$ cat config.mk
export PLATFORM = sky130hd
export DESIGN_NAME = debounced_logic_gate
export DESIGN_NICKNAME = d
export VERILOG_FILES = /design/src/rtl/debounced_logic_gate.sv
export SDC_FILE = /design/constraint.sdc
export NUM_CORES = 1
export LEC_CHECK = 0
export BUFFER_PORTS_ARGS = -buffer_cell sky130_fd_sc_hd__buf_2
export CAP_MARGIN = 20
export CELL_PAD_IN_SITES_DETAIL_PLACEMENT = 1
export CELL_PAD_IN_SITES_GLOBAL_PLACEMENT = 2
export CORE_UTILIZATION = 33
export CTS_CLUSTER_DIAMETER = 50
export DETAILED_ROUTE_END_ITERATION = 7
export GPL_TIMING_DRIVEN = 0
export PLACE_DENSITY = 0.7
export SLEW_MARGIN = 30
export SYNTH_ARGS = -nofsm -noshare
export SYNTH_HDL_FRONTEND = slang
export SYNTH_SLANG_ARGS = --single-unit
$ cat constraint.sdc
create_clock -name clk -period 1.55 [get_ports clk]
set_input_delay 0.31 -clock clk [delete_from_list [all_inputs] [get_ports clk]]
set_output_delay 0.31 -clock clk [all_outputs]
set_load 0.005 [all_outputs]
$ cat src/rtl/debounced_logic_gate.sv
// Debounced pushbutton logic gate.
// Synchronises and debounces NUM_BTNS active-low buttons, then combines the
// debounced pressed states with a run-time selectable function. The function
// drives a registered LED and a one-cycle pulse on the LED's rising edge.
//
// Ports:
//   clk        system clock, all logic on the rising edge
//   rst_btn    asynchronous active-low reset
//   btn_n      raw button pins, asynchronous, 0 = pressed
//   mode       gate function: 0 AND, 1 OR, 2 XOR (odd parity), 3 NAND
//   btn_state  debounced pressed state, active high
//   led_0      registered gate result
//   led_rise   one-cycle pulse when led_0 goes 0 -> 1
module debounced_logic_gate #(
    parameter int unsigned NUM_BTNS        = 2,
    parameter int unsigned DEBOUNCE_CYCLES = 120000
) (
    input  logic                clk,
    input  logic                rst_btn,
    input  logic [NUM_BTNS-1:0] btn_n,
    input  logic [1:0]          mode,
    output logic [NUM_BTNS-1:0] btn_state,
    output logic                led_0,
    output logic                led_rise
);

    localparam int unsigned CNT_W = $clog2(DEBOUNCE_CYCLES + 1);
    localparam logic [CNT_W-1:0] CNT_LAST = CNT_W'(DEBOUNCE_CYCLES - 1);

    typedef enum logic [1:0] {
        MODE_AND  = 2'd0,
        MODE_OR   = 2'd1,
        MODE_XOR  = 2'd2,
        MODE_NAND = 2'd3
    } mode_e;

    logic [NUM_BTNS-1:0] sync_1;
    logic [NUM_BTNS-1:0] sync_2;
    logic [CNT_W-1:0]    cnt      [NUM_BTNS];
    logic [CNT_W-1:0]    cnt_next [NUM_BTNS];
    logic [NUM_BTNS-1:0] state_next;
    logic                gate_c;
    mode_e               mode_sel;

    // Two-flop synchroniser; resets to the released level (pins high).
    always_ff @(posedge clk or negedge rst_btn) begin
        if (!rst_btn) begin
            sync_1 <= '1;
            sync_2 <= '1;
        end else begin
            sync_1 <= btn_n;
            sync_2 <= sync_1;
        end
    end

    // Per-channel debounce: a sample matching the accepted state clears the
    // count, so any bounce restarts the wait. The terminal compare stops the
    // counter before it can reach its wrap point.
    always_comb begin
        state_next = btn_state;
        for (int i = 0; i < int'(NUM_BTNS); i++) begin
            cnt_next[i] = cnt[i];
            if (~sync_2[i] == btn_state[i]) begin
                cnt_next[i] = '0;
            end else if (cnt[i] == CNT_LAST) begin
                state_next[i] = ~btn_state[i];
                cnt_next[i]   = '0;
            end else begin
                cnt_next[i] = cnt[i] + CNT_W'(1);
            end
        end
    end

    // Debounce state and counter registers.
    always_ff @(posedge clk or negedge rst_btn) begin
        if (!rst_btn) begin
            btn_state <= '0;
            for (int i = 0; i < int'(NUM_BTNS); i++) begin
                cnt[i] <= '0;
            end
        end else begin
            btn_state <= state_next;
            for (int i = 0; i < int'(NUM_BTNS); i++) begin
                cnt[i] <= cnt_next[i];
            end
        end
    end

    // Gate function over the current debounced state.
    assign mode_sel = mode_e'(mode);

    always_comb begin
        gate_c = 1'b0;
        case (mode_sel)
            MODE_AND:  gate_c = &btn_state;
            MODE_OR:   gate_c = |btn_state;
            MODE_XOR:  gate_c = ^btn_state;
            MODE_NAND: gate_c = ~(&btn_state);
            default:   gate_c = 1'b0;
        endcase
    end

    // LED register; the pulse compares the new value against the old LED.
    always_ff @(posedge clk or negedge rst_btn) begin
        if (!rst_btn) begin
            led_0    <= 1'b0;
            led_rise <= 1'b0;
        end else begin
            led_0    <= gate_c;
            led_rise <= gate_c & ~led_0;
        end
    end

endmodule

==> summary by stage <==
Global route
The wire length of the first global-routing pass is 7.55 mm. Entering global routing, the biggest net connects 43 pins. The number of antenna violations at the first check in global routing is 0.

For met3 alone, demand over resource in global routing was 0.0377. For this run, global-route usage on met1 was measured as 0.175. The via count of the first global-routing pass was 1616. The total overflow left after global routing is 0. The most congested layer reported by global routing is met2.

The met2 layer usage reported by global route is 0.277. The global-route usage over all layers is 0.156.

Pwr
The portion of total power attributed to the clock network is 0.451. The part of the power in registers is 0.489. The power density relative to cell area is 884 nW/um^2. The power dissipated by switching net loads is between 500 and 600 uW. The static leakage is about 1.1 nW. Power comes to roughly 2.3 mW. The share of total power dissipated in combinational logic is 0.059. The switching share of total power is 0.216. VDD sags by at most 329 uV.

The internal power contribution is about 1.8 mW.

Place
The number of buffers inserted by port buffering is 9. The total cell area at the placement stage is between 2000 and 2500 um^2. The pre-CTS worst setup slack is -0.294 ns. The final RePlAce weighted congestion is around 0.78. The post-detailed-placement half-perimeter wirelength is ~3.0 mm. The number of placed instances, taps included, is between 200 and 300.

Yosys
The number of synthesized flops with an enable pin is 0. The post-synthesis instance total is 200. A synthesized cell averages between 10 and 15 um^2. The post-synthesis cell area is 2000 um^2. Synthesis inferred 42 register bits. The distinct cell type count of the synthesized netlist is 25. The number of nets produced by synthesis is 210. The most common flop cell mapped by yosys is sky130_fd_sc_hd__dfrtp_1. The share of synthesized area occupied by flip-flops and latches is 0.527. The share of async-settable or async-resettable flops after synthesis is 1.00. The count of synthesis-stage warnings from yosys is 0.

Critical path
The worst register-to-register path ends at cnt[33]. The endpoint type of the worst setup path is a flip-flop. The arrival time reported for the critical path endpoint is about 1.8 ns. The category of the critical setup timing path is flip-flop to flip-flop. The required arrival time at the worst endpoint is about 1.8 ns. The minimum setup slack among reg-to-reg paths is 0.01 ns. The critical path starts at cnt[17]. The worst setup path is launched from a flip-flop.

For the worst flop-to-flop path, the logic depth is 5. Following the worst setup path forward leads to its endpoint at cnt[33]. The maximum fanout along the worst path is 3.

The startpoint identified for the worst register-to-register timing path is cnt[17].

Clock tree
The clock transition time at the flip-flop clock pins of the worst setup and hold paths is roughly 0.09 ns. The total CTS buffers is 5. CTS saw 42 sinks. The hold buffer count at cts is 0.

TritonCTS built the clock tree. The H-tree was split into 2 levels. The clock passes through at most 2 buffers. In this run the clock root is driven by a sky130_fd_sc_hd__clkbuf_8. The worst-skew pair later-pin latency is 0.30 ns.

Timing
The setup-violating endpoint count in the final report is 0. The count of pins over their slew limit came to 0. The top achievable clock speed is approximately 650 MHz. The slew of the pin with the lowest slew margin is about 0.55 ns. The tightest slew margin relative to the limit is 0.633. The final hold violation count was 17. Between clock sinks in the finished design, the worst skew comes to about 0.012 ns. The final clock period utilization by the worst path is 0.994. The final-layout worst hold slack is -0.0170 ns.

The post-layout worst setup margin is a little under 0.01 ns. After layout, the minimum clock period comes to ~1.5 ns. The accumulated negative setup slack is 0 ns. Setup repair after global routing could not meet its margin everywhere.

Cells and area
For this run, the number of standard cells in the final layout without fillers is between 300 and 400. Of the cells placed in the final design, the portion with a size suffix greater than 1 is 0.325. The number of inserted filler cells in the final layout is about 650. The layout overhead on the synthesized area is 31.8%.

The net count of the finished layout is 240. With fillers left out, the area of the finished cells amounts to between 2000 and 3000 um^2. The antenna diode count is 0.

The final design utilization is 0.449.

Run
The count of max-cap constraint violations is 0.

Floorplanning
The area of the placeable core is 5890 um^2. The height of the die is ~80 um. The die outline area is 6390 um^2. Pin placement for this block handled 10 I/O pins.

The starting density of the core is 0.341. Row generation in the floorplan step produced 28 rows. The horizontal die dimension is between 70 and 80 um.

Run status
The checks that failed: hold timing. The flow ran to the end, but the final reports show violations.

Detailed routing
The count of nets left with antenna violations once routing finished came out at 0. The routed layout has 1552 vias. The number of optimization iterations in the first detailed-route pass is 3. After the first detailed-routing iteration, the DRC count stood at 39. The via-per-instance ratio is slightly above 5. In the routed design, unresolved DRC markers number 0. After detailed routing, the average wire length per cell comes to about 16 um. For this block, the routed nets add up to slightly below 5 mm of wire.

Worst hold path
The class of the tightest hold or removal check is input pin to async pin.
[cells in the final DEF (no fill, tap or decap), drive strengths merged]
master | Yosys | layout
a31o | 2 | 2
nand2 | 13 | 13
dfstp | 4 | 4
ha | 4 | 4
dfrtp | 38 | 38
nand3 | 10 | 10
mux2i | 3 | 3
clkinv | 0 | 1
nand4 | 11 | 11
or2 | 1 | 1
or4 | 1 | 1
nor3 | 9 | 9
o31ai | 1 | 1
nor2 | 40 | 40
nand4bb | 1 | 1
a211o | 1 | 1
and3 | 2 | 2
bufinv | 0 | 2
buf | 5 | 29
inv | 8 | 8
xor2 | 7 | 7
clkbuf | 2 | 6
xnor2 | 24 | 24
a21oi | 2 | 2
nor4 | 11 | 11
[layout make-up]
| type | count | area (um^2) | share of cell area |
|---|---|---|---|
| multi-input cells | 143 | 1070 | 0.403 |
| clock inverters | 3 | 68.8 | 0.0260 |
| flip-flops and latches | 42 | 1060 | 0.401 |
| repair buffers | 25 | 198 | 0.0748 |
| inverters | 8 | 30.0 | 0.0114 |
| plain buffers | 5 | 57.6 | 0.0218 |
| well taps | 75 | 93.8 | 0.0355 |
| clock buffers | 5 | 68.8 | 0.0260 |
[sequential cells by signal, indices dropped and copies added, names as in the netlist]
register / count
btn_state: 2
cnt: 34
led_0: 1
led_rise: 1
sync_1: 2
sync_2: 2
[worst min-delay path by stage]
stage,startpoint,endpoint,cells after the start
after floorplan,rst_btn,btn_state[0],0
after global placement,sync_1[0],sync_2[0],0
after detailed placement,sync_1[1],sync_2[1],0
after CTS,btn_n[0],sync_1[0],1
after global routing,rst_btn,cnt[32],1
final,rst_btn,cnt[29],1
[synthesized netlist by cell type, drive strengths merged, types with 2 or more instances]
cell	n	area, um^2
dfrtp	38	951
nor3	9	45.0
ha	4	50.1
a21oi	2	10.0
xor2	7	61.3
a31o	2	17.5
nor4	11	68.8
mux2i	3	30.0
nand2	13	48.8
nand3	10	62.6
nand4	11	75.1
inv	8	30.0
nor2	40	150
and3	2	12.5
dfstp	4	105
buf	5	25.0
xnor2	24	210
clkbuf	2	7.51
[metal layers]
layer,vias to the layer above,share of wire
met4,0,0.019
met3,8,0.021
met1,793,0.43
met2,15,0.53
li1,736,-
met5,-,0
[critical path, stage by stage, from the launching register on]
cell and delay, ns:
sky130_fd_sc_hd__dfrtp_1 0.42, sky130_fd_sc_hd__ha_4 0.18, sky130_fd_sc_hd__nand4_4 0.07, sky130_fd_sc_hd__or2_4 0.26
sky130_fd_sc_hd__or4_4 0.42, sky130_fd_sc_hd__a21oi_2 0.12
[repair_timing]
item	CTS	global route
cloned	0	1
endpoints found under the hold margin	0	0
buffers inserted	3	12
gates resized for setup	18	26
endpoints found under the setup margin	28	23
pin swaps	3	12
[cell families (layout without fill, tap and decap cells)]
kind of cell    Yosys count  after routing  synth area share
mux                       3              3            0.0150
simple gates             99             99             0.245
buf+inv                  15             46            0.0312
fa+ha+maj                 4              4            0.0250
xor+xnor                 31             31             0.135
compound gates            6              6            0.0219
flops                    42             42             0.527
[power groups by stage]
stage          combinational (mW)  clock (mW)  sequential, mW
2_1_floorplan              0.0473           0            1.16
3_3_place_gp               0.0912           0            1.16
3_5_place_dp               0.0968           0            1.16
4_1_cts                     0.108        1.09            1.14
5_1_grt                     0.157        1.13            1.15
6_report                    0.138        1.06            1.14
Note: power is estimated with default switching activity, not from simulation.
